==> config.mk <==
export PLATFORM = sky130hd
export DESIGN_NAME = alu_issue_ctrl
export DESIGN_NICKNAME = d
export VERILOG_FILES = /design/src/rtl/riscv_pkg.sv /design/src/rtl/alu_regfile.sv /design/src/rtl/alu_issue_ctrl.sv
export SDC_FILE = /design/constraint.sdc
export NUM_CORES = 2
export LEC_CHECK = 0
export BUFFER_PORTS_ARGS = -buffer_cell sky130_fd_sc_hd__clkbuf_2
export CORE_UTILIZATION = 40
export CTS_BUF_LIST = sky130_fd_sc_hd__clkbuf_2
export DETAILED_ROUTE_END_ITERATION = 7
export PLACE_DENSITY = 0.59
export SETUP_SLACK_MARGIN = 0.05
export SYNTH_ARGS = -nofsm -noshare
export SYNTH_HDL_FRONTEND = slang
export SYNTH_HIERARCHICAL = 1
export SYNTH_SLANG_ARGS = --single-unit
export TNS_END_PERCENT = 1
==> constraint.sdc <==
create_clock -name clk -period 1.86 [get_ports clk]
set_input_delay 0.186 -clock clk [delete_from_list [all_inputs] [get_ports clk]]
set_output_delay 0.186 -clock clk [all_outputs]
set_load 0.01 [all_outputs]
==> src/rtl/riscv_pkg.sv <==
// Shared RV32I constants and types for the ALU issue controller and its register file.
package riscv_pkg;

  localparam int DEF_XLEN = 32;

  localparam logic [6:0] OPC_OP     = 7'b0110011;
  localparam logic [6:0] OPC_OP_IMM = 7'b0010011;

  typedef enum logic [2:0] {
    F3_ADD  = 3'b000,
    F3_SLL  = 3'b001,
    F3_SLT  = 3'b010,
    F3_SLTU = 3'b011,
    F3_XOR  = 3'b100,
    F3_SR   = 3'b101,
    F3_OR   = 3'b110,
    F3_AND  = 3'b111
  } funct3_t;

  typedef enum logic [1:0] {
    IDLE,
    EXEC,
    WB
  } state_t;

  // Immediate shifts take a zero-extended shamt instead of the sign-extended imm.
  function automatic logic is_shift(input logic [2:0] f3);
    return (f3 == F3_SLL) || (f3 == F3_SR);
  endfunction

endpackage

==> src/rtl/alu_regfile.sv <==
// Architectural register file: two async operand read ports, one async debug read port,
// one synchronous write port. x0 has no storage and always reads 0.
module alu_regfile
  import riscv_pkg::*;
#(
  parameter int XLEN  = DEF_XLEN,
  parameter int NREGS = 32
) (
  input  logic            clk,
  input  logic            rst_n,
  input  logic            we,
  input  logic [4:0]      waddr,
  input  logic [XLEN-1:0] wdata,
  input  logic [4:0]      raddr_a,
  input  logic [4:0]      raddr_b,
  input  logic [4:0]      dbg_raddr,
  output logic [XLEN-1:0] rdata_a,
  output logic [XLEN-1:0] rdata_b,
  output logic [XLEN-1:0] dbg_rdata
);

  logic [XLEN-1:0] regs [1:NREGS-1];

  generate
    for (genvar gi = 1; gi < NREGS; gi++) begin : g_reg
      always_ff @(posedge clk or negedge rst_n) begin
        if (!rst_n) begin
          regs[gi] <= '0;
        end else if (we && (waddr == 5'(gi))) begin
          regs[gi] <= wdata;
        end
      end
    end
  endgenerate

  // Reads return pre-write contents during a same-cycle write.
  assign rdata_a   = (raddr_a   == 5'd0) ? '0 : regs[raddr_a];
  assign rdata_b   = (raddr_b   == 5'd0) ? '0 : regs[raddr_b];
  assign dbg_rdata = (dbg_raddr == 5'd0) ? '0 : regs[dbg_raddr];

endmodule

==> src/rtl/alu_issue_ctrl.sv <==
// Minimal execute loop: accepts one OP/OP-IMM instruction, drives the external ALU,
// waits ALU_LAT cycles and writes the result back into the internal register file.
module alu_issue_ctrl
  import riscv_pkg::*;
#(
  parameter int XLEN    = DEF_XLEN,
  parameter int NREGS   = 32,
  parameter int ALU_LAT = 1
) (
  input  logic            clk,
  input  logic            rst_n,
  input  logic            instr_valid,
  input  logic [31:0]     instr,
  output logic            instr_ready,
  output logic [XLEN-1:0] alu_rs1,
  output logic [XLEN-1:0] alu_rs2,
  output logic [2:0]      alu_funct3,
  output logic            alu_funct7,
  input  logic [XLEN-1:0] alu_rd,
  input  logic            alu_z,
  output logic            wb_valid,
  output logic [4:0]      wb_addr,
  output logic [XLEN-1:0] wb_data,
  output logic            z_flag,
  output logic            illegal,
  input  logic [4:0]      dbg_raddr,
  output logic [XLEN-1:0] dbg_rdata
);

  // ALU_LAT=0 still needs one EXEC cycle, so the last count is clamped at 0.
  localparam logic [2:0] LAT_LAST = (ALU_LAT == 0) ? 3'd0 : 3'(ALU_LAT - 1);

  state_t          state_reg, state_next;
  logic [2:0]      cnt_reg, cnt_next;
  logic [4:0]      rd_reg, rd_next;
  logic [XLEN-1:0] rs1_reg, rs1_next;
  logic [XLEN-1:0] rs2_reg, rs2_next;
  logic [2:0]      f3_reg, f3_next;
  logic            f7_reg, f7_next;
  logic            wb_valid_reg, wb_valid_next;
  logic [4:0]      wb_addr_reg, wb_addr_next;
  logic [XLEN-1:0] wb_data_reg, wb_data_next;
  logic            z_reg, z_next;
  logic            illegal_reg, illegal_next;

  logic [XLEN-1:0] rf_a, rf_b;
  logic [6:0]      opcode;
  logic [2:0]      dec_f3;
  logic [XLEN-1:0] imm_sext, imm_shamt;

  assign opcode    = instr[6:0];
  assign dec_f3    = instr[14:12];
  assign imm_sext  = {{(XLEN-12){instr[31]}}, instr[31:20]};
  assign imm_shamt = {{(XLEN-5){1'b0}}, instr[24:20]};

  alu_regfile #(
    .XLEN  (XLEN),
    .NREGS (NREGS)
  ) u_regfile (
    .clk       (clk),
    .rst_n     (rst_n),
    .we        (wb_valid_reg),
    .waddr     (wb_addr_reg),
    .wdata     (wb_data_reg),
    .raddr_a   (instr[19:15]),
    .raddr_b   (instr[24:20]),
    .dbg_raddr (dbg_raddr),
    .rdata_a   (rf_a),
    .rdata_b   (rf_b),
    .dbg_rdata (dbg_rdata)
  );

  always_ff @(posedge clk or negedge rst_n) begin
    if (!rst_n) begin
      state_reg    <= IDLE;
      cnt_reg      <= '0;
      rd_reg       <= '0;
      rs1_reg      <= '0;
      rs2_reg      <= '0;
      f3_reg       <= '0;
      f7_reg       <= 1'b0;
      wb_valid_reg <= 1'b0;
      wb_addr_reg  <= '0;
      wb_data_reg  <= '0;
      z_reg        <= 1'b0;
      illegal_reg  <= 1'b0;
    end else begin
      state_reg    <= state_next;
      cnt_reg      <= cnt_next;
      rd_reg       <= rd_next;
      rs1_reg      <= rs1_next;
      rs2_reg      <= rs2_next;
      f3_reg       <= f3_next;
      f7_reg       <= f7_next;
      wb_valid_reg <= wb_valid_next;
      wb_addr_reg  <= wb_addr_next;
      wb_data_reg  <= wb_data_next;
      z_reg        <= z_next;
      illegal_reg  <= illegal_next;
    end
  end

  always_comb begin
    state_next    = state_reg;
    cnt_next      = cnt_reg;
    rd_next       = rd_reg;
    rs1_next      = rs1_reg;
    rs2_next      = rs2_reg;
    f3_next       = f3_reg;
    f7_next       = f7_reg;
    wb_valid_next = 1'b0;
    wb_addr_next  = wb_addr_reg;
    wb_data_next  = wb_data_reg;
    z_next        = z_reg;
    illegal_next  = 1'b0;

    unique case (state_reg)
      IDLE: begin
        if (instr_valid) begin
          if (opcode == OPC_OP) begin
            rs1_next   = rf_a;
            rs2_next   = rf_b;
            f3_next    = dec_f3;
            f7_next    = instr[30];
            rd_next    = instr[11:7];
            cnt_next   = '0;
            state_next = EXEC;
          end else if (opcode == OPC_OP_IMM) begin
            rs1_next   = rf_a;
            rs2_next   = is_shift(dec_f3) ? imm_shamt : imm_sext;
            f3_next    = dec_f3;
            // imm[10] is only an opcode modifier for SRAI; elsewhere it is immediate data.
            f7_next    = (dec_f3 == F3_SR) && instr[30];
            rd_next    = instr[11:7];
            cnt_next   = '0;
            state_next = EXEC;
          end else begin
            illegal_next = 1'b1;
          end
        end
      end
      EXEC: begin
        if (cnt_reg == LAT_LAST) begin
          wb_valid_next = 1'b1;
          wb_addr_next  = rd_reg;
          wb_data_next  = alu_rd;
          z_next        = alu_z;
          state_next    = WB;
        end else begin
          cnt_next = cnt_reg + 3'd1;
        end
      end
      WB: begin
        state_next = IDLE;
      end
      default: begin
        state_next = IDLE;
      end
    endcase
  end

  assign instr_ready = (state_reg == IDLE);
  assign alu_rs1     = rs1_reg;
  assign alu_rs2     = rs2_reg;
  assign alu_funct3  = f3_reg;
  assign alu_funct7  = f7_reg;
  assign wb_valid    = wb_valid_reg;
  assign wb_addr     = wb_addr_reg;
  assign wb_data     = wb_data_reg;
  assign z_flag      = z_reg;
  assign illegal     = illegal_reg;

endmodule

==> results.json <==
{
  "ys_ff_latch": 1110,
  "setup_viol": 504,
  "drtIter0Drc": 6029,
  "overflow": 0,
  "critPathRequiredTime_ns": 1.67,
  "regMostFlops": "u_regfile/regs",
  "status": "complete, but fails checks",
  "num_vias": 55200,
  "fin_ws_ns": -1.92,
  "cellInternalPower_w": 0.0349,
  "r2r_end": "alu_rs2[13]$_DFFE_PN0P_",
  "drive_above_1_share": 0.567,
  "yosysWarningCount": 6,
  "io_pins": 214,
  "routed_wirelength_mm": 277,
  "hold_ws_ns": 0.136,
  "gr-usage-all-layers": 0.326,
  "netlist-cell-type-count": 53,
  "postSynthCellCount": 4969,
  "drtAntennaViolNets": 0,
  "die_y_um": 410,
  "grt_pass1_wl_mm": 399,
  "hold_path_class": "in -> reg",
  "path_cells": "mux4_2 -> nand2_1 -> nand2_1 -> o211ai_1 -> o21ai_2 -> clkbuf_2",
  "finalCritPeriodShare": 2.03,
  "switching_share": 0.328,
  "tightest_slew_ns": 1.26,
  "clock.fmax_mhz": 265,
  "clkTransAtPathRegs_ns": 0.10,
  "rsz0062_at_grt": "true",
  "switchingPower_w": 0.0170,
  "r2r_setup_slack_ns": -0.42,
  "place.port_buffers": 213,
  "pre_cts_ws_ns": -0.705,
  "clock_sinks": 1110,
  "cellLeakagePower_nw": 41.7,
  "end_kind": "output pin",
  "clock_latency_ns": 1.84,
  "hold_viol": 0,
  "start_kind": "flip-flop",
  "cts_tree": "yes",
  "period_minus_slack_ns": 3.78,
  "slowest_delay_ns": 0.46,
  "avgSynthCellArea_um2": 13.4,
  "largest_reg_flops": 992,
  "start_util": 0.404,
  "routedWlPerCell_um": 31.5,
  "crit_end": "dbg_rdata[6]",
  "rr_startpoint": "u_regfile/regs[173]$_DFFE_PN0P_",
  "p_per_area_nw_per_um2": 594,
  "slowest_stage": "mux4_2",
  "crit_start": "u_regfile/regs[198]$_DFFE_PN0P_",
  "core_area_um2": 165000,
  "firstDrtPassIters": 8,
  "grt-busiest-layer": "met2",
  "r2r_cells": 8,
  "violations": "design-rule violations, negative setup slack",
  "grt_pass1_vias": 55900,
  "worstHoldPathCells": 6,
  "cp_data_arrival_time_ns": 3.59,
  "clock_path_buffers": 4,
  "antenna_found_initial": 6,
  "cts_made_buffers": 334,
  "hpwl_mm": 183,
  "synth_edf_count": 0,
  "finClkSkew_ns": 0.141,
  "clkPwrFrac": 0.356,
  "area_delta_synth_final_pct": 31.1,
  "final_net_count": 6479,
  "gr-usage-met3": 0.0900,
  "relSlewSlack": 0.158,
  "pwr-share-seq": 0.478,
  "design_area_um2": 87400,
  "vias_per_cell": 6.27,
  "cts-root-buf": "clkbuf_2",
  "rows": 149,
  "htreeDepth": 5,
  "async_flop_share": 1.00,
  "cpMostUsedCell": "nand2_1",
  "path_class": "reg -> out",
  "seq_area_frac_synth": 0.417,
  "maxCapViolCount": 0,
  "fp.dieArea_um2": 168000,
  "die_w_um": 410,
  "fillers": 14200,
  "grtUsageMet1": 0.453,
  "ys.flop_type": "dfrtp_1",
  "pwr-share-comb": 0.167,
  "final_util": 0.529,
  "grt_max_degree": 91,
  "maxSlewViolCount": 0,
  "syn-num-nets": 5044,
  "ir_worst_vdd_v": 0.000670,
  "post-route-drc-count": 16,
  "dpl_cell_area_um2": 80300,
  "place.gp.congestion": 0.934,
  "syn-cell-area_um2": 66700,
  "met2_usage": 0.474,
  "crit_fanout": 4
}
area by class of cell:
cell class              instances  area (um^2)  share of cell area
flip-flops and latches       1110        27800               0.318
inverters                       5         21.3            0.000243
repair buffers               1637        15800               0.181
multi-input cells            3316        38300               0.438
well taps                    2189         2740              0.0313
clock buffers                 463         2320              0.0265
diodes                          1         2.50           0.0000286
clock inverters                79          393             0.00449
power groups by stage:
stage | combinational [W] | sequential [W] | clock [W]
after floorplan | 0.00341 | 0.0252 | 0
after global placement | 0.00775 | 0.0252 | 0
after global routing | 0.00900 | 0.0248 | 0.0202
after detailed placement | 0.00779 | 0.0252 | 0
final | 0.00865 | 0.0248 | 0.0185
after CTS | 0.00838 | 0.0248 | 0.0189
stage by stage:
step           instances  setup TNS [ns]  total power (W)
2_1_floorplan       4969          -32.04           0.0286
3_3_place_gp        8026          -74.95           0.0330
3_5_place_dp        8026          -79.94           0.0330
4_1_cts             8789         -185.32           0.0521
5_1_grt             8800         -186.27           0.0540
6_report            8800         -164.25           0.0519
kinds of logic after synthesis:
logic type | after synthesis | synth area share
AND/OR/NAND/NOR | 675 | 0.0473
adder cells (fa/ha/maj) | 2 | 0.000375
AO/OA/AOI/OAI | 527 | 0.0524
flip-flops | 1110 | 0.417
buffers and inverters | 543 | 0.0358
multiplexers | 2112 | 0.447
worst min path at each step:
| stage | start | end | slack, ns |
|---|---|---|---|
| after detailed placement | rst_n | wb_data[9]$_DFFE_PN0P_ | 0.13 |
| after global routing | instr_valid | state_reg[0]$_DFFE_PN0P_ | 0.07 |
| after floorplan | rst_n | alu_funct3[0]$_DFFE_PN0P_ | -0.11 |
| after global placement | rst_n | wb_data[9]$_DFFE_PN0P_ | 0.14 |
| after CTS | alu_rd[2] | wb_data[2]$_DFFE_PN0P_ | 0.003 |
| final | instr_valid | state_reg[0]$_DFFE_PN0P_ | 0.14 |
cells in the final DEF, fill, tap and decap left out, types with 89 or more instances in the layout:
cell / Yosys / layout
a21oi_1: 128 / 101
a221oi_1: 99 / 95
buf_12: 0 / 229
buf_4: 24 / 954
clkbuf_2: 0 / 617
dfrtp_1: 1110 / 1082
dlygate4sd3_1: 0 / 192
mux2_1: 181 / 160
mux2_2: 1029 / 779
mux2_4: 30 / 301
mux2i_1: 311 / 305
mux4_2: 561 / 561
nand2_1: 293 / 277
nor2b_1: 107 / 89
synthesized netlist by cell type, types with 32 or more instances:
cell      instances  area [um^2]
buf_1            93          349
a22oi_1          48          360
buf_2           145          726
nand3_1          33          165
a221oi_1         99          867
o21ai_1          73          365
mux2_1          181         2040
o211ai_1         62          465
o21ai_0          32          160
mux2i_1         311         3110
a21oi_1         128          641
nand2_1         293         1100
clkbuf_1        266          998
mux2_2         1029        11600
nor2b_1         107          669
a31oi_1          41          257
nor2_1           91          342
mux4_2          561        12600
dfrtp_1        1110        27800
nor3_1           88          440
timing repair:
item                                    CTS  global route
buffers inserted                         20            10
resized for setup                       318           285
hold buffers                            203             0
gates cloned                              0             0
setup endpoints to repair              1070           979
endpoints found under the hold margin  1221             0
pin swaps                                40            33
routing by layer:
layer	vias to the layer above	wire length, um
met5	-	19
met4	2	12800
met3	734	30100
met2	3416	121000
met1	28800	114000
li1	22200	-
worst max-delay path, delay by kind of cell (launching register included):
kind	cells	cell delay, ns
buffers and inverters	1	0.18
DFF	1	0.42
muxes	1	0.46
AOI/OAI and AO/OA	2	0.61
and+or+nand+nor	2	0.13
(Power assumes the default switching activity.)
